===== src/rtl/serial_subtractor_ctrl_if.sv =====
// serial_subtractor_ctrl_if: start/done handshake, operands and result of the bit-serial subtractor
interface serial_subtractor_ctrl_if #(parameter int WIDTH = 8);
    logic             start;
    logic [WIDTH-1:0] a;
    logic [WIDTH-1:0] b;
    logic             bin;
    logic             ready;
    logic             busy;
    logic             done;
    logic [WIDTH-1:0] diff;
    logic             bout;
    logic             zero;
    modport master (output start, a, b, bin, input ready, busy, done, diff, bout, zero);
    modport slave  (input start, a, b, bin, output ready, busy, done, diff, bout, zero);
endinterface


===== src/rtl/serial_subtractor_ctrl.sv =====
// serial_subtractor_ctrl: WIDTH-bit a - b - bin computed LSB first through one full_subtractor cell
module full_subtractor (
    input  logic i0,
    input  logic i1,
    input  logic bin,
    output logic d,
    output logic bout
);
    assign d    = i0 ^ i1 ^ bin;
    assign bout = (~i0 & i1) | (~(i0 ^ i1) & bin);
endmodule

module serial_subtractor_ctrl #(parameter int WIDTH = 8) (
    input  logic                   clk,
    input  logic                   rst_n,
    serial_subtractor_ctrl_if.slave s
);
    localparam int CW = $clog2(WIDTH);
    localparam logic [CW-1:0] LAST = CW'(WIDTH - 1);
    typedef enum logic [1:0] {IDLE, RUN, DONE} state_t;
    state_t state, state_nxt;
    logic [WIDTH-1:0] sa, sb, sd, diff_r, sd_nxt;
    logic [CW-1:0] cnt;
    logic br, bout_r, zero_r, d, cb, last;
    full_subtractor u_fs (.i0(sa[0]), .i1(sb[0]), .bin(br), .d(d), .bout(cb));
    assign last   = cnt == LAST;
    assign sd_nxt = {d, sd[WIDTH-1:1]};
    always_ff @(posedge clk or negedge rst_n)
        if (!rst_n) state <= IDLE;
        else        state <= state_nxt;
    always_comb begin
        state_nxt = state;
        case (state)
            IDLE:    state_nxt = s.start ? RUN : IDLE;
            RUN:     state_nxt = last ? DONE : RUN;
            default: state_nxt = IDLE;
        endcase
    end
    always_ff @(posedge clk or negedge rst_n) begin
        if (!rst_n) begin
            sa     <= '0;
            sb     <= '0;
            sd     <= '0;
            br     <= 1'b0;
            cnt    <= '0;
            diff_r <= '0;
            bout_r <= 1'b0;
            zero_r <= 1'b1;
        end else if (state == IDLE && s.start) begin
            sa  <= s.a;
            sb  <= s.b;
            br  <= s.bin;
            sd  <= '0;
            cnt <= '0;
        end else if (state == RUN) begin
            sa  <= sa >> 1;
            sb  <= sb >> 1;
            sd  <= sd_nxt;
            br  <= cb;
            cnt <= last ? '0 : cnt + 1'b1;
            if (last) begin
                diff_r <= sd_nxt;
                bout_r <= cb;
                zero_r <= ~|sd_nxt;
            end
        end
    end
    assign s.ready = state == IDLE;
    assign s.busy  = state == RUN;
    assign s.done  = state == DONE;
    assign s.diff  = diff_r;
    assign s.bout  = bout_r;
    assign s.zero  = zero_r;
endmodule


===== src/flat_wrapper.sv =====
// flat-port wrapper written by rule: the top's interface ports become plain ports
module serial_subtractor_ctrl_flat 
#(parameter int WIDTH = 8)
  (clk, rst_n, s_start, s_a, s_b, s_bin, s_ready, s_busy, s_done, s_diff, s_bout, s_zero);
  serial_subtractor_ctrl_if #(.WIDTH(WIDTH)) s_i ();
  input  logic clk;
  input  logic rst_n;
  input wire logic [$bits(s_i.start)-1:0] s_start;
  input wire logic [$bits(s_i.a)-1:0] s_a;
  input wire logic [$bits(s_i.b)-1:0] s_b;
  input wire logic [$bits(s_i.bin)-1:0] s_bin;
  output wire logic [$bits(s_i.ready)-1:0] s_ready;
  output wire logic [$bits(s_i.busy)-1:0] s_busy;
  output wire logic [$bits(s_i.done)-1:0] s_done;
  output wire logic [$bits(s_i.diff)-1:0] s_diff;
  output wire logic [$bits(s_i.bout)-1:0] s_bout;
  output wire logic [$bits(s_i.zero)-1:0] s_zero;
  assign s_i.start = s_start;
  assign s_i.a = s_a;
  assign s_i.b = s_b;
  assign s_i.bin = s_bin;
  assign s_ready = s_i.ready;
  assign s_busy = s_i.busy;
  assign s_done = s_i.done;
  assign s_diff = s_i.diff;
  assign s_bout = s_i.bout;
  assign s_zero = s_i.zero;
  serial_subtractor_ctrl #(.WIDTH(WIDTH)) u_core (.clk(clk), .rst_n(rst_n), .s(s_i));
endmodule

===== config.mk =====
export PLATFORM = sky130hd
export DESIGN_NAME = serial_subtractor_ctrl_flat
export DESIGN_NICKNAME = d
export VERILOG_FILES = /design/src/rtl/serial_subtractor_ctrl_if.sv /design/src/rtl/serial_subtractor_ctrl.sv /design/src/flat_wrapper.sv
export SDC_FILE = /design/constraint.sdc
export NUM_CORES = 1
export LEC_CHECK = 0
export CAP_MARGIN = 20
export CORE_ASPECT_RATIO = 1.25
export CORE_MARGIN = 4
export CORE_UTILIZATION = 37
export CTS_BUF_LIST = sky130_fd_sc_hd__clkbuf_16
export DETAILED_ROUTE_END_ITERATION = 12
export GPL_TIMING_DRIVEN = 0
export PLACE_DENSITY = 0.57
export SKIP_CTS_REPAIR_TIMING = 1
export SYNTH_ARGS = -nofsm -noshare
export SYNTH_HDL_FRONTEND = slang
export SYNTH_SLANG_ARGS = --single-unit

===== constraint.sdc =====
create_clock -name clk -period 2.2 [get_ports clk]
set_input_delay 0.44 -clock clk [delete_from_list [all_inputs] [get_ports clk]]
set_output_delay 0.44 -clock clk [all_outputs]
set_load 0.05 [all_outputs]

==> flow_metrics.tcl, run 1 <==
set metrics [dict create \
    status "complete, no violations" \
    r2r_cells 5 \
    nNetsFinal 233 \
    path_max_fanout 6 \
    antenna_found_initial 0 \
    hp-class "input pin to asynchronous set/reset pin" \
    tightest_slew_ns 0.838 \
    drc_errors 0 \
    hold_viol_final 0 \
    grt_overflow 0 \
    drive_gt1_share_pct 11.9 \
    worstSkewPairLatency_ns 0.28 \
    grt_pass1_wl_microns 6060 \
    area_delta_synth_final_pct 30.9 \
    start_kind "flip-flop" \
    cts_tree "yes" \
    maxClockFrequency_mhz 479 \
    netlist_area_sq_um 1690 \
    report.final.slew_viol_count 0 \
    critPathCaptureType "output pin" \
    synthArstFlopShare_pct 100 \
    finalSetupViolCount 0 \
    maxCapViolCount 0 \
    relSlewSlack_pct 44.2 \
    skew_ns 0.00184 \
    placed_cells 260 \
    startpoint "u_core.state[0]$_DFF_PN0_" \
    cts_buffers 5 \
    grt_pass1_vias 1321 \
    design_area_sq_um 2220 \
    crit_required_ns 1.76 \
    synth_nets 194 \
    path_class "flip-flop to output pin" \
    dieHeight_microns 83.6 \
    synth_area_per_cell_sq_um 9.96 \
    synth_cell_type_count 28 \
    routed-via-count 1386 \
    core_area_sq_um 4430 \
    synth-compound-area-share_pct 7.24 \
    yosysSeqAreaShare_pct 57.7 \
    synthCells 170 \
    cts_max_level 2 \
    ant_nets 0 \
    track_usage_pct 13.9 \
    grt_max_degree 40 \
    cts.sinks 39 \
    viasPerCell 5.17 \
    place_hpwl_microns 2650 \
    clockBufferDepth 2 \
    synth_top_family_by_area "simple AND/OR/NAND/NOR gates" \
    wire_per_inst_microns 13.4 \
    fin_total_pwr_uw 3540 \
    p_leak_uw 0.00104 \
    clock-root-buffer "clkbuf_16" \
    powerDensity_nw_per_um2 1600 \
    drt_first_pass_iters 4 \
    min_period_ns 2.09 \
    die_x_microns 68.5 \
    wl_microns 3600 \
    timing.setup.tns_ns 0 \
    yosysWarnings 0 \
    placed_area_sq_um 2080 \
    pin_count 33 \
    synthAdderAreaFrac_pct 3.40 \
    diodes 0 \
    rows 27 \
    crit_arrival_ns 1.65 \
    synth_xor_area_share_pct 0 \
    ys.flop_type "dfrtp_1" \
    endpoint "s_ready" \
    synth_mux_area_share_pct 5.32 \
    synth-simple-area-share_pct 22.4 \
    drtIter0Drc 72 \
    post-route-period-util_pct 94.9 \
    synth_edf_count 0 \
    rsz0062_at_grt "false" \
    rrSetupSlack_ns 0.46 \
    final_cells 268 \
    io_buffer_count 32 \
    globalplace.congestion 0.781 \
    r2r_end "u_core.s.diff[2]$_DFFE_PN0P_" \
    die_area_sq_um 5730 \
    peakVddDrop_uv 571 \
    start_util_pct 38.3 \
    r2r_start "u_core.cnt[0]$_DFFE_PN0P_" \
    ys_ff_latch 39 \
    cts.clk_slew.worst_paths_ns 0.05 \
]
## layout make-up
| cell class | count | area [sq um] |
|---|---|---|
| inverter | 3 | 11.3 |
| clock buffer | 5 | 125 |
| fill | 428 | 2210 |
| timing repair buffer | 32 | 313 |
| clock inverter | 3 | 12.5 |
| tap | 58 | 72.6 |
| multi-input combinational | 118 | 649 |
| sequential | 39 | 977 |
| buffer | 10 | 55.1 |
## synth_stat cells, drive strengths merged (2+ instances only)
library cell	count	area share (%)
a31oi	12	4.4
buf	7	2.6
clkbuf	3	0.67
dfrtp	38	56
ha	3	2.2
inv	2	0.44
mux2	8	5.3
nand2	50	11
nand3	14	4.1
nand3b	2	0.89
nor2	13	2.9
nor4	2	0.74
o21ai	3	0.89
## cells in the final DEF (no fill, tap or decap), types with 4 or more instances in the layout
master,count
inv_1,4
clkdlybuf4s50_1,29
a31oi_1,12
buf_2,6
nand3_1,14
nor2_1,13
mux2_2,8
dfrtp_1,38
clkbuf_16,5
nand2_1,50
## cell families after synthesis
group                      Yosys count
and+or+nand+nor                     87
muxes                                8
adders and majority gates            4
DFF                                 39
buffers and inverters               13
AOI/OAI and AO/OA                   19
## per-layer routing
layer | vias to the layer above | GRT usage (%) | part of all wire, %
met1 | 683 | 17.5 | 42
met4 | 0 | 4.88 | 1.6
met5 | - | 0 | 0
met3 | 6 | 4.18 | 6.1
li1 | 652 | - | -
met2 | 45 | 22.0 | 50
## registers in the layout (all words and copies together), names as in the netlist
register,cells
u_core.s.diff,8
u_core.sa,8
u_core.sb,8
u_core.sd,7
u_core.cnt,3
u_core.state,2
u_core.br,1
u_core.s.bout,1
u_core.s.zero,1
## worst max-delay path, cell delays in order, from the launching register on
cell and delay, ns:
dfrtp_1 0.43, nor2_1 0.13, clkdlybuf4s50_1 0.81
## how the worst min path moves through the flow
stage / slack [ns] / start / endpoint
floorplan: 0.14 / rst_n / u_core.br$_DFFE_PN0P_
global placement: 0.47 / u_core.s.zero$_DFFE_PN1P_ / u_core.s.zero$_DFFE_PN1P_
detailed placement: 0.47 / u_core.s.zero$_DFFE_PN1P_ / u_core.s.zero$_DFFE_PN1P_
CTS: 0.30 / rst_n / u_core.s.diff[7]$_DFFE_PN0P_
global route: 0.36 / rst_n / u_core.s.bout$_DFFE_PN0P_
finish: 0.26 / rst_n / u_core.s.bout$_DFFE_PN0P_
## where the power goes
| part | total, uW | internal, uW | switching (uW) |
|---|---|---|---|
| sequential | 1280 | 1060 | 214 |
| clock | 664 | 409 | 256 |
| combinational | 1600 | 601 | 1000 |
## metrics by stage
stage | hold WS (ns) | setup WS [ns] | utilization, %
2_1_floorplan | 0.144 | 0.636 | -
3_3_place_gp | 0.465 | -0.195 | 47.1
3_5_place_dp | 0.471 | -0.0772 | 47.0
4_1_cts | 0.300 | -0.377 | 50.1
5_1_grt | 0.359 | 0.0231 | 50.1
6_report | 0.264 | 0.112 | 50.1
(Power assumes the default switching activity.)
==> run 2, diff against run 1 <==
- CAP_MARGIN: 20 -> 40
==> results of run 2 <==
No change in the layout: final DEF, timing and power equal those of run 1.
==> run 3, diff against run 2 <==
- CTS_BUF_LIST: sky130_fd_sc_hd__clkbuf_16 -> sky130_fd_sc_hd__clkbuf_2
- MAX_ROUTING_LAYER: not set -> met4
==> run 3 against run 2 <==
Power decreased by 10%. Critical path depth increased by 2. Critical endpoint is now s_busy. Largest cell class unchanged. Via count decreased by 1.0%. Critical path type unchanged. Largest power group unchanged.
==> flow_metrics.tcl, run 3 (synthesis results as in run 1) <==
set metrics [dict create \
    crit_required_ns 1.76 \
    grt_max_degree 40 \
    hp-class "input pin to asynchronous set/reset pin" \
    r2r_end "u_core.s.diff[2]$_DFFE_PN0P_" \
    hold_viol_final 0 \
    globalplace.congestion 0.792 \
    tightest_slew_ns 0.843 \
    crit_path_top_delay_cell "dfrtp_1" \
    wl_microns 3570 \
    maxClockFrequency_mhz 484 \
    rsz0062_at_grt "false" \
    clockBufferDepth 2 \
    use_met2_pct 22.2 \
    path_class "flip-flop to output pin" \
    fin_total_pwr_uw 3180 \
    peakVddDrop_uv 454 \
    rows 27 \
    finalSetupViolCount 0 \
    cts.clk_slew.worst_paths_ns 0.19 \
    skew_ns 0.0170 \
    top_usage_layer "met2" \
    clock-root-buffer "clkbuf_2" \
    ant_nets 0 \
    setup_ws_ns 0.135 \
    post-route-period-util_pct 93.9 \
    cts_max_level 2 \
    grt_pass1_wl_microns 6110 \
    worstSkewPairLatency_ns 0.37 \
    die_x_microns 68.5 \
    die_area_sq_um 5730 \
    start_util_pct 38.3 \
    max_stage_delay_ns 0.46 \
    viasPerCell 5.12 \
    maxCapViolCount 0 \
    p_leak_uw 0.00103 \
    report.final.slew_viol_count 0 \
    final_common_cell "nand2_1" \
    cts_tree "yes" \
    cts.sinks 39 \
    start_kind "flip-flop" \
    routed-via-count 1372 \
    path_cells "nand2b_1, inv_2, clkbuf_4, clkbuf_4" \
    track_usage_pct 14.1 \
    min_period_ns 2.07 \
    r2r_start "u_core.cnt[0]$_DFFE_PN0P_" \
    drc_errors 0 \
    path_max_fanout 10 \
    status "complete, no violations" \
    rrSetupSlack_ns 0.46 \
    core_area_sq_um 4430 \
    cts_buffers 5 \
    relSlewSlack_pct 43.8 \
    drive_gt1_share_pct 13.3 \
    final_core_util_pct 48.1 \
    grt_overflow 0 \
    nNetsFinal 233 \
    powerDensity_nw_per_um2 1490 \
    grt_pass1_vias 1330 \
    placed_cells 260 \
    critPathCaptureType "output pin" \
    antenna_found_initial 0 \
    crit_path_frequent_cell "clkbuf_4" \
    gr-usage-met3_pct 3.91 \
    final_cells 268 \
    drtIter0Drc 63 \
    wire_per_inst_microns 13.3 \
    r2r_cells 5 \
    final_cell_mix "nand2_1, dfrtp_1, clkdlybuf4s50_1" \
    met1_usage_pct 17.8 \
    pre_cts_ws_ns -0.0772 \
    dieHeight_microns 83.6 \
    drt_first_pass_iters 4 \
    diodes 0 \
    area_delta_synth_final_pct 25.7 \
    io_buffer_count 32 \
    place_hpwl_microns 2650 \
    crit_arrival_ns 1.63 \
    pin_count 33 \
]
## run 3: changes by cell type in the layout (fill, tap and decap cells not counted), sizes merged
| cell | previous run | this run |
|---|---|---|
| buf | 8 | 7 |
| clkbuf | 9 | 12 |
| clkdlybuf4s50 | 29 | 27 |
| clkinv | 2 | 1 |
| dlymetal6s2s | 1 | 3 |
| inv | 4 | 3 |
## run 3: worst max-delay path: cells and delay by family, from the launching register on
family                 cells  cell delay, ns
buffers and inverters      3            0.63
DFF                        1            0.46
and+or+nand+nor            1            0.20
## run 3: layer usage
metal / vias to the layer above / routed length [microns]
met5: - / 0
li1: 648 / -
met1: 678 / 1520
met2: 39 / 1810
met3: 7 / 202
met4: 0 / 39
## run 3: worst max-delay path by stage
| stage | from | end | depth (start not counted) |
|---|---|---|---|
| 3_3_place_gp | rst_n | u_core.sa[7]$_DFFE_PN0P_ | 1 |
| 4_1_cts | u_core.state[1]$_DFF_PN0_ | s_busy | 4 |
| 6_report | u_core.state[1]$_DFF_PN0_ | s_busy | 4 |
| 3_5_place_dp | u_core.state[1]$_DFF_PN0_ | s_busy | 4 |
| 5_1_grt | u_core.state[1]$_DFF_PN0_ | s_busy | 4 |
| 2_1_floorplan | u_core.cnt[0]$_DFFE_PN0P_ | u_core.s.diff[2]$_DFFE_PN0P_ | 5 |
## run 3: final cells by class
cell class              count  area [sq um]
fillers                   440          2300
repair buffers             32           320
flip-flops and latches     39           977
clock buffers               7          35.0
inverters                   3          11.3
multi-input cells         118           649
plain buffers              10          57.6
well taps                  58          72.6
clock inverters             1          5.00
## run 3: power breakdown
part / internal [uW] / switching [uW] / total (uW) / leakage [uW]
Sequential: 1050 / 211 / 1260 / 0.000479
Clock: 87.0 / 215 / 302 / 0.0000330
Combinational: 611 / 1000 / 1610 / 0.000515
Total: 1750 / 1430 / 3180 / 0.00103
## run 3: stage by stage
stage	area, sq um	hold WS, ns	setup TNS [ns]
2_1_floorplan	1690	0.144	0
3_3_place_gp	2090	0.465	-7.44
3_5_place_dp	2080	0.471	-0.0772
4_1_cts	2120	0.170	-0.618
5_1_grt	2130	0.192	0
6_report	2130	0.142	0
